**config.mk**
```make
export PLATFORM = sky130hd
export DESIGN_NAME = sng_stream
export DESIGN_NICKNAME = d
export VERILOG_FILES = /design/src/rtl/stoch_pkg.sv /design/src/rtl/sng_bitrev.sv /design/src/rtl/sng_stream.sv
export SDC_FILE = /design/constraint.sdc
export NUM_CORES = 1
export LEC_CHECK = 0
export CAP_MARGIN = 20
export CORE_MARGIN = 10
export CORE_UTILIZATION = 51
export DETAILED_ROUTE_END_ITERATION = 7
export PLACE_DENSITY = 0.88
export SETUP_SLACK_MARGIN = 0.2
export SKIP_LAST_GASP = 1
export SLEW_MARGIN = 20
export SYNTH_ARGS = -nofsm -noshare
export SYNTH_HDL_FRONTEND = slang
export SYNTH_SLANG_ARGS = --single-unit
```
**constraint.sdc**
```tcl
create_clock -name clk -period 3.4 [get_ports clk]
set_clock_uncertainty 0.2 [all_clocks]
set_input_delay 0.85 -clock clk [delete_from_list [all_inputs] [get_ports clk]]
set_output_delay 0.85 -clock clk [all_outputs]
set_load 0.01 [all_outputs]
```
**src/rtl/stoch_pkg.sv**
```systemverilog
// Shared types and helpers for the stochastic-computing datapath.
// Used by sng_stream, whose bit ordering is selected by the SNG_SCRAMBLE_EN macro.
package stoch_pkg;

  typedef enum logic {
    IDLE,
    STREAM
  } sng_state_e;

  function automatic bit is_pow2_ge2(input int n);
    return (n >= 2) && ((n & (n - 1)) == 0);
  endfunction

endpackage

```
**src/rtl/sng_bitrev.sv**
```systemverilog
// Combinational W-bit index reversal; turns a linear counter into a van der Corput sequence.
module sng_bitrev
  import stoch_pkg::*;
#(
  parameter int W = 6
) (
  input  logic [W-1:0] idx_i,
  output logic [W-1:0] rev_o
);

  for (genvar i = 0; i < W; i++) begin : g_rev
    assign rev_o[i] = idx_i[W-1-i];
  end

endmodule

```
**src/rtl/sng_stream.sv**
```systemverilog
// Serialises a quota (count of ones) into a BITSTREAM-long unipolar bitstream.
// Define SNG_SCRAMBLE_EN for bit-reversed (van der Corput) ordering; otherwise ones come first.
module sng_stream
  import stoch_pkg::*;
#(
  parameter int BITSTREAM = 64
) (
  input  logic                         clk,
  input  logic                         rst,
  input  logic                         in_valid,
  output logic                         in_ready,
  input  logic [$clog2(BITSTREAM):0]   quota,
  output logic                         out_valid,
  input  logic                         out_ready,
  output logic                         out_bit,
  output logic                         out_last
);

  localparam int KW = $clog2(BITSTREAM);
  localparam logic [KW:0]   TVAL  = (KW + 1)'(BITSTREAM);
  localparam logic [KW-1:0] KLAST = KW'(BITSTREAM - 1);

  if (!is_pow2_ge2(BITSTREAM)) begin : g_bad_len
    $error("sng_stream: BITSTREAM must be a power of two and at least 2");
  end

  sng_state_e    state_q, state_d;
  logic [KW-1:0] k_q, k_d;
  logic [KW:0]   q_q, q_d;
  logic          out_valid_q, out_bit_q, out_last_q;
  logic          out_valid_d, out_bit_d, out_last_d;
  logic [KW-1:0] sel_d;
  logic [KW:0]   quota_clamped;
  logic          accept;

  assign quota_clamped = (quota > TVAL) ? TVAL : quota;
  assign in_ready = !rst && ((state_q == IDLE) || (out_valid_q && out_last_q && out_ready));
  assign accept   = in_valid && in_ready;

`ifdef SNG_SCRAMBLE_EN
  sng_bitrev #(.W(KW)) u_bitrev (
    .idx_i (k_d),
    .rev_o (sel_d)
  );
`else
  assign sel_d = k_d;
`endif

  // Outputs are computed from next-state k/q so they are registered yet aligned with k.
  always_comb begin
    state_d = state_q;
    k_d     = k_q;
    q_d     = q_q;
    case (state_q)
      IDLE: begin
        if (accept) begin
          q_d     = quota_clamped;
          k_d     = '0;
          state_d = STREAM;
        end
      end
      STREAM: begin
        if (out_ready) begin
          if (!out_last_q) begin
            k_d = k_q + 1'b1;
          end else if (accept) begin
            q_d = quota_clamped;
            k_d = '0;
          end else begin
            k_d     = '0;
            state_d = IDLE;
          end
        end
      end
      default: state_d = IDLE;
    endcase
    out_valid_d = (state_d == STREAM);
    out_bit_d   = out_valid_d && ({1'b0, sel_d} < q_d);
    out_last_d  = out_valid_d && (k_d == KLAST);
  end

  always_ff @(posedge clk) begin
    if (rst) begin
      state_q     <= IDLE;
      k_q         <= '0;
      q_q         <= '0;
      out_valid_q <= 1'b0;
      out_bit_q   <= 1'b0;
      out_last_q  <= 1'b0;
    end else begin
      state_q     <= state_d;
      k_q         <= k_d;
      q_q         <= q_d;
      out_valid_q <= out_valid_d;
      out_bit_q   <= out_bit_d;
      out_last_q  <= out_last_d;
    end
  end

  assign out_valid = out_valid_q;
  assign out_bit   = out_bit_q;
  assign out_last  = out_last_q;

endmodule

```
# Yosys cells after proc, flatten, opt, wreduce, memory -nomap -nowiden
# Cells that the tools add are included.
[op_classes] n_addsub=1 magnitude_cmp=2 eq_ne=1 n_mux=13 bitwise=1 reduce_logical=8
[ops] cell="7-bit 2-to-1 mux" count=4
[ops] cell="6-bit 2-to-1 mux" count=3
[ops] cell="7-bit case mux with 2 select lines" count=1
[ops] cell="6-bit case mux with 2 select lines" count=1
[ops] cell="7-bit greater-than comparator (second input constant)" count=1
[ops] cell="6-bit by 7-bit < comparator with 1-bit output" count=1
[ops] cell="6-bit by 1-bit adder with 6-bit output (second input constant)" count=1
[ops] cell="6-bit equality test (second input constant)" count=1
[ops] cell="1-bit logical AND" count=6
[ops] cell="1-bit 2-to-1 mux" count=3
[ops] cell="1-bit case mux with 2 select lines" count=1
[ops] cell="1-bit zero test" count=1
[ops] cell="1-bit logical OR" count=1
[ops] cell="1-bit inverter" count=1
[word_totals] reg_bits=16 input_bits=11 out_inout_bits=4 wordCells=31

# Longest topological paths before layout
# Gate-level depths: netlist of run 1.
[depth] ltp_word=11 mapped_depth=11 mapped_depth_nobuf=11

# Worst setup path before layout of run 1
# No wires, ideal clock.
[synth_path] path_kind="input port to flip-flop" from="in out_ready" to="reg out_bit_q (netlist: out_bit)" t_arrival_ps=2463 setup_slack_ps=620 path_stages=11 path_cell_list="buf_6 -> a21bo_2 -> nand2_2 -> buf_4 -> nor3b_2 -> a21oi_2 -> ha_1 -> and3_1 -> nand2_1 -> and3_1 -> a22o_1"
[synth_between] elab_chain_cells=10 word_cells_on_any_way=17 classes_between="order compare: 1; mux: 11; reduce/logical: 5"
[synth_rtl] element="from (decl)" line="sng_stream.sv:14" rtl="input logic out_ready,"
[synth_rtl] element="1-bit logical AND" line="sng_stream.sv:37" rtl="assign in_ready = !rst && ((state_q == IDLE) || (out_valid_q && out_last_q && out_ready));"
[synth_rtl] element="1-bit logical OR" line="sng_stream.sv:37"
[synth_rtl] element="1-bit logical AND" line="sng_stream.sv:37"
[synth_rtl] element="1-bit logical AND" line="sng_stream.sv:38" rtl="assign accept = in_valid && in_ready;"
[synth_rtl] element="7-bit 2-to-1 mux" line="sng_stream.sv:56, sng_stream.sv:66"
[synth_rtl] element="7-bit 2-to-1 mux" line="sng_stream.sv:64" rtl="if (!out_last_q) begin"
[synth_rtl] element="7-bit 2-to-1 mux" line="sng_stream.sv:63" rtl="if (out_ready) begin"
[synth_rtl] element="7-bit case mux with 2 select lines" line="sng_stream.sv:54" rtl="case (state_q)"
[synth_rtl] element="6-bit by 7-bit < comparator with 1-bit output" line="sng_stream.sv:78" rtl="out_bit_d = out_valid_d && ({1'b0, sel_d} < q_d);"
[synth_rtl] element="1-bit logical AND (*)" line="sng_stream.sv:78"
[synth_rtl] element="to (signal assigned)" line="sng_stream.sv:95" rtl="out_bit_q <= out_bit_d;"
[synth_rtl] element="to (decl)" line="sng_stream.sv:30" rtl="logic out_valid_q, out_bit_q, out_last_q;"
# Every way passes the cells marked *; elsewhere a longest branch is shown, timed or not.
# A chain may end at the register's enable or synchronous reset.

# Final worst setup path of run 1
[layout_path] from="in rst" to="out in_ready"
[layout_between] elab_chain_cells=2
[layout_rtl] element="from (decl)" line="sng_stream.sv:9" rtl="input logic rst,"
[layout_rtl] element="1-bit zero test" line="sng_stream.sv:37"
[layout_rtl] element="1-bit logical AND" line="sng_stream.sv:37"
[layout_rtl] element="to (decl)" line="sng_stream.sv:11" rtl="output logic in_ready,"
# Every way passes these cells.

==> results.md, run 1 <==
- Placed cell count: between 100 and 150
- Status: finished clean
- Cells after Synth: 103
- Initial antenna violation count: 0
- Final min period: 3.075 ns
- Worst-skew pair later-pin latency: 0.29 ns
- RSZ-0062 raised after global routing: false
- Power Total: slightly below 400 µW
- Synth-to-layout area growth: 24.27%
- PortBufs: 14
- Slew @ Worst Pin: 0.3340 ns
- Max Freq: 325.2 MHz
- Setup violations, final: 0
- Detailed Routing Iterations Pass 1: 5
- Gp weighted congestion: 0.8519
- Post-cts resize count: 1
- Cell Area, Placed: roughly 0.0011 mm²
- Arrival @ worst endpoint: 2.03 ns
- Synth Area in Simple Gates: 0.2825
- Fin. Hold Viols: 0
- YS warnings: 0
- Row count: 15
- Detailed Place HPWL: 1721 µm
- CTS tree: done
- Seq/Total Area, Yosys: 0.3395
- Final net count: 142
- Syn_area_per_cell: 9.159 µm²
- Worst setup EP type: output port
- Final WL: 2212 µm
- H-tree depth reported by CTS: 1
- Maximum clock path buffer count: 2
- CTS buffer count: 3
- Worst Hold Class: flip-flop to flip-flop
- CP peak stage delay: 0.54 ns
- Distinct cells, synth: 39
- Post-Syn Nets: 120
- Setup_tns: 0 ns
- Routed WL per cell: 14.85 µm
- Critical-path cell list: clkdlybuf4s50_1, nor2_1, clkdlybuf4s50_1
- CP startpoint kind: input pin
- Clock share of power: 0.318
- Initial cell density of the core: 0.5405
- Syn Std Cell Area: about 940 µm²
- Initial DRC Count: 34
- Worst relative slew slack: 0.7766
- Mux cell area share after synthesis: 0.03448
- Lkg Pwr: 0.4875 nW
- Sequential power share: 0.500
- Slowest stage cell, crit path: clkdlybuf4s50_1
- Layout cells sized above 1: 0.2177
- CP top delay family: buffers and inverters
- DRC: 0
- XOR/XNOR Fraction of Synth Area: 0
- Final period util: 0.9045
- TritonCTS Sinks: 16
- Reg2reg setup slack: 0.88 ns
- Synth Area in Adders: 0.07958
- Filler cell count: 145
- Number of diodes: 0
- Die area: 0.003970 mm²
- Synth Area in Compound Gates: 0.2241
- First-pass GRT wire length: 3884 µm
- PwrDens: 337.0 mW/mm²
- Die Y: 63.01 µm
- Max-Cap Viols: 0
- Seq. cell area: about 320 µm²
- Root Buffer: clkbuf_4
- Routed Antenna Nets: 0
- Crit path top cell by count: clkdlybuf4s50_1
- Maximum VDD drop: 0.0001974 V
- Internal: 295.3 µW
- Clock transition at the registers of the reported paths: 0.09 ns
- Combinational power share: 0.181
- I/O Pins: 15
- Core area: 0.001745 mm²
- Seq cells post-synth: 16
- Total track usage: 0.1170
- GRT overflow: 0
- Worst Path Max Fanout: 6
- Largest family of logic cells by synthesized area: simple AND/OR/NAND/NOR gates
- Post-CTS Hold Buffers: 0
- Switching part of the total: 0.2526
- Crit path kind: input pin to output port
- Max Slew Vio Count: 0
- Post-CTS setup buffers: 0
- Die W: 63.01 µm
- Worst path bufs/invs: 2
- Pin count of the biggest net entering global routing: 13
- Drt via density: 5.698
- Final instance area: about 0.0012 mm²
- Vias: approximately 850
- NetSw: around 100 µW
- Multi-input gate area in the final layout: 585.6 µm²
- Non-filler instance count after layout: 149
- Vias in the first global route: 882
- Worst path required time: around 2.4 ns
-- stage by stage --
step | hold slack, ns | util | setup slack [ns]
2_1_floorplan | 0.2523 | - | 0.6203
3_3_place_gp | 0.2692 | 0.6516 | 0.08961
3_5_place_dp | 0.2735 | 0.6516 | -0.03362
4_1_cts | 0.2954 | 0.6717 | 0.3144
5_1_grt | 0.3233 | 0.6717 | 0.2292
6_report | 0.2885 | 0.6717 | 0.3247
-- kinds of logic after synthesis --
group | count (synthesis)
AND/OR/NAND/NOR | 43
multiplexers | 3
adder cells (fa/ha/maj) | 6
buffers and inverters | 7
AO/OA/AOI/OAI | 28
flip-flops | 16
-- layer usage --
layer  wire length [µm]  global-route usage  part of all wire
met2               1111              0.1954              0.50
met4                 36             0.06145             0.016
met3                165             0.03763             0.075
met5                  0                   0                 0
met1                900              0.1278              0.41
-- worst register-to-register path: stages, from the launching register on --
cell     delay (ns)
dfxtp_1        0.41
ha_1           0.23
nand3_1        0.12
nor2_1         0.17
o21ai_1        0.08
a22oi_1        0.22
inv_1          0.07
ha_1           0.31
and3_1         0.20
nand2_1        0.05
and3_1         0.16
a22o_1         0.20
-- cells in the final DEF (no fill, tap or decap), types with 2 or more instances in the layout --
master            n
dfxtp_1          16
a21oi_2           5
nand2b_1          3
a21oi_1           4
clkbuf_4          3
a22o_1            2
nor3b_2           5
o21ai_1           4
nand2_1           4
inv_1             4
and3_1            2
nor2b_1           7
ha_1              6
a21o_1            2
clkdlybuf4s50_1  13
buf_4             6
nor2_1           14
-- registers in the layout, indices dropped and copies added (netlist names) --
signal / flops
out_last: 1
out_bit: 1
k_q: 6
q_q: 7
out_valid: 1
-- power by group through the flow --
| stage | clock, mW | sequential (mW) | combinational, mW |
|---|---|---|---|
| 4_1_cts | 0.129 | 0.198 | 0.0716 |
| 5_1_grt | 0.142 | 0.199 | 0.0788 |
| 2_1_floorplan | 0 | 0.202 | 0.0400 |
| 6_report | 0.126 | 0.198 | 0.0716 |
| 3_5_place_dp | 0 | 0.202 | 0.0716 |
| 3_3_place_gp | 0 | 0.202 | 0.0680 |
-- path summary, 6_finish.rpt --
| path | from | end | depth (start not counted) |
|---|---|---|---|
| min reg2reg | q_q[5]$_SDFF_PP0_ | q_q[5]$_SDFF_PP0_ | 2 |
| min | q_q[5]$_SDFF_PP0_ | q_q[5]$_SDFF_PP0_ | 2 |
| max | rst | in_ready | 3 |
| max reg2reg | k_q[0]$_SDFF_PP0_ | out_bit$_SDFF_PP0_ | 11 |
-- cells in the mapped netlist, drive strengths merged --
cell | count | share of area
o211ai | 1 | 0.0080
and4 | 1 | 0.0093
a22o | 2 | 0.019
ha | 6 | 0.080
a21bo | 1 | 0.011
o221ai | 1 | 0.0093
a41o | 1 | 0.011
nand2b | 3 | 0.020
a22oi | 1 | 0.0080
buf | 2 | 0.020
nor3b | 5 | 0.066
nand2 | 5 | 0.023
mux2 | 2 | 0.024
clkbuf | 1 | 0.0040
a21oi | 9 | 0.068
a21o | 2 | 0.016
dfxtp | 16 | 0.34
mux2i | 1 | 0.011
or3b | 1 | 0.0093
inv | 4 | 0.016
o21ai | 5 | 0.027
a31oi | 2 | 0.020
a21boi | 1 | 0.012
nor4 | 1 | 0.013
o31ai | 1 | 0.0080
nor2b | 7 | 0.046
o2111ai | 1 | 0.0093
nor2 | 15 | 0.062
nand3b | 1 | 0.0080
and3 | 2 | 0.013
nand3 | 1 | 0.0053
and2 | 1 | 0.0066
-- final cells by class --
class / count / share of cell area
clock buffer: 4 / 0.03095
inverter: 4 / 0.01281
multi-input combinational: 80 / 0.4995
sequential: 16 / 0.2732
tap: 25 / 0.02668
timing repair buffer: 20 / 0.1569
(Power assumes the default switching activity.)
==> inputs of run 2 (changes only) <==
--- a/config.mk
+++ b/config.mk
@@ -5,11 +5,12 @@
 export SDC_FILE = /design/constraint.sdc
 export NUM_CORES = 1
 export LEC_CHECK = 0
+export ABC_AREA = 1
 export CAP_MARGIN = 20
 export CORE_MARGIN = 10
-export CORE_UTILIZATION = 51
+export CORE_UTILIZATION = 52
 export DETAILED_ROUTE_END_ITERATION = 7
-export PLACE_DENSITY = 0.88
+export PLACE_DENSITY = 0.89
 export SETUP_SLACK_MARGIN = 0.2
 export SKIP_LAST_GASP = 1
 export SLEW_MARGIN = 20
==> results.md, run 2 <==
- Status: finished clean (unchanged)
- Routed Antenna Nets: 0 (unchanged)
- Maximum VDD drop: 0.0002108 V (was 0.0001974 V)
- RSZ-0062 raised after global routing: false (unchanged)
- CP startpoint kind: input pin (unchanged)
- Synth-to-layout area growth: 16.47% (was 24.27%)
- Top flop regs: q_q (7), k_q (6) (unchanged)
- Total track usage: 0.1043 (was 0.1170)
- Worst Path Max Fanout: 5 (was 6)
- Seq cells post-synth: 16 (unchanged)
- Post-cts resize count: 1 (unchanged)
- Pin count of the biggest net entering global routing: 17 (was 13)
- Initial cell density of the core: 0.5553 (was 0.5405)
- Initial antenna violation count: 0 (unchanged)
- Worst-skew pair later-pin latency: 0.28 ns (was 0.29 ns)
- Number of diodes: 0 (unchanged)
- Core area: 0.001764 mm² (was 0.001745 mm²)
- Worst setup EP type: output port (unchanged)
- Vias in the first global route: 863 (was 882)
- Final net count: 168 (was 142)
- Top post-synthesis cells by area: dfxtp_1 33%, nand2_1 10%, nor2_1 8.8% (was dfxtp_1 34%, ha_1 8.0%, nor3b_2 6.6%)
- Layout cells sized above 1: 0.1275 (was 0.2177)
- Die area: 0.004020 mm² (was 0.003970 mm²)
- Post-synth top area share: 0.3269 (was 0.3395)
- Gp weighted congestion: 0.7702 (was 0.8519)
- Commonest non-fill, non-tap cell in the layout: nand2_1 (was dfxtp_1)
- Post-Syn Nets: 151 (was 120)
- Routed WL per cell: 10.76 µm (was 14.85 µm)
- Max Freq: 332.9 MHz (was 325.2 MHz)
- Max Slew Vio Count: 0 (unchanged)
- Clock transition at the registers of the reported paths: 0.08 ns (was 0.09 ns)
- DRC: 0 (unchanged)
- Final core utilization: 0.6468 (was 0.6717)
- Initial DRC Count: 14 (was 34)
- Worst Hold Class: flip-flop to flip-flop (unchanged)
- Max-Cap Viols: 0 (unchanged)
- Setup_tns: 0 ns (unchanged)
- Max FFs per register: 7 (unchanged)
- CTS buffer count: 3 (unchanged)
- Row count: 15 (unchanged)
- Syn_area_per_cell: 7.311 µm² (was 9.159 µm²)
- TritonCTS Sinks: 16 (unchanged)
- CTS tree: done (unchanged)
- Vias: 861 (was 849)
- PwrDens: 314.5 mW/mm² (was 337.0 mW/mm²)
- Final period util: 0.8834 (was 0.9045)
- PortBufs: 14 (unchanged)
- Drt via density: 4.948 (was 5.698)
- Grt met3 use: 0.02650 (was 0.03763)
- Root Buffer: clkbuf_4 (unchanged)
- Post-synth EDFFs: 0 (unchanged)
- Slew @ Worst Pin: 0.4295 ns (was 0.3340 ns)
- Final min period: 3.004 ns (was 3.075 ns)
- H-tree depth reported by CTS: 1 (unchanged)
- Detailed Place HPWL: 1584 µm (was 1721 µm)
- Worst path required time: 2.35 ns (about the same)
- Fin. Hold Viols: 0 (unchanged)
- Synth cell count leaders: 26 x nand2_1, 23 x nor2_1, 20 x inv_1 (was 16 x dfxtp_1, 14 x nor2_1, 7 x nor2b_1)
- Ys async rst share: 0 (unchanged)
- Detailed Routing Iterations Pass 1: 4 (was 5)
- Final WL: 1872 µm (was 2212 µm)
- Ys flop type: dfxtp_1 (unchanged)
- Post-CTS Hold Buffers: 0 (unchanged)
- Seq/Total Area, Yosys: 0.3269 (was 0.3395)
- Cell taking the most area after synthesis: dfxtp_1 (unchanged)
- Crit path kind: input pin to output port (unchanged)
- Routing usage on met1: 0.1151 (was 0.1278)
- First-pass GRT wire length: 3512 µm (was 3884 µm)
- Cells after Synth: 134 (was 103)
- Die Y: 63.41 µm (was 63.01 µm)
- GRT overflow: 0 (unchanged)
- Worst relative slew slack: 0.7106 (was 0.7766)
- Arrival @ worst endpoint: 1.95 ns (was 2.03 ns)
- Die W: 63.41 µm (was 63.01 µm)
- I/O Pins: 15 (unchanged)
- Lkg Pwr: 0.5049 nW (was 0.4875 nW)
- Most frequent cells in the layout: 26 x nand2_1, 23 x nor2_1, 20 x inv_1 (was 16 x dfxtp_1, 14 x nor2_1, 13 x clkdlybuf4s50_1)
- Setup violations, final: 0 (unchanged)
- Biggest register: q_q (unchanged)
- Post-CTS setup buffers: 0 (unchanged)
- YS warnings: 0 (unchanged)
- GRT Max-Usage Layer: met2 (unchanged)
- Global routing usage on met2: 0.1746 (was 0.1954)
- Maximum clock path buffer count: 2 (unchanged)
- Top-count cell post-synth: nand2_1 (was dfxtp_1)
- Distinct cells, synth: 25 (was 39)
- Syn Std Cell Area: 979.7 µm² (was 943.4 µm²)
run 2: cells by family after synthesis:
group	share of synthesized area
AND/OR/NAND/NOR	0.3206
AO/OA/AOI/OAI	0.1443
adder cells (fa/ha/maj)	0.07663
flip-flops	0.3270
buffers and inverters	0.1315
run 2: cell type report:
cell class / count / area (µm²)
fillers: 173 / 623.1
multi-input cells: 92 / 530.5
flip-flops and latches: 16 / 320.3
repair buffers: 16 / 153.9
inverters: 22 / 82.58
well taps: 25 / 31.28
clock buffers: 3 / 22.52
run 2: stage by stage:
step | cells | worst slack, ns | instance area (µm²) | hold slack (ns) | power, mW
finish | 174 | 0.3964 | 1141 | 0.3076 | 0.3589
floorplan | 134 | 0.8876 | 979.7 | 0.2749 | 0.2458
global placement | 171 | 0.1403 | 1120 | 0.2999 | 0.2677
CTS | 174 | 0.3939 | 1141 | 0.3103 | 0.3652
global route | 174 | 0.3164 | 1141 | 0.3620 | 0.3836
detailed placement | 171 | 0.1195 | 1120 | 0.2969 | 0.2697
run 2: where the power goes:
part	leakage [nW]	switching (mW)	internal, mW
Combinational	0.361	0.0355	0.0323
Clock	0.0138	0.0536	0.0412
Sequential	0.130	0.00314	0.193
Total	0.505	0.0922	0.267
run 2: path summary, 6_finish.rpt:
check	start	endpoint	slack [ns]	depth (start not counted)
setup / recovery	out_ready	in_ready	0.40	6
hold / removal	k_q[5]$_SDFF_PP0_	k_q[5]$_SDFF_PP0_	0.31	2
setup reg to reg	out_last$_SDFF_PP0_	out_bit$_SDFF_PP0_	1.35	11
hold reg to reg	k_q[5]$_SDFF_PP0_	k_q[5]$_SDFF_PP0_	0.31	2
run 2: worst max-delay path: stages:
cell,delay [ns]
clkdlybuf4s50_1,0.53
nand2_4,0.07
nand2_4,0.09
inv_1,0.07
nor2_1,0.08
dlygate4sd2_1,0.27
run 2: routing by layer:
| metal | part of all wire | up-vias |
|---|---|---|
| met4 | 0.024 | 0 |
| met2 | 0.48 | 17 |
| li1 | - | 459 |
| met5 | 0 | - |
| met1 | 0.46 | 379 |
| met3 | 0.034 | 6 |
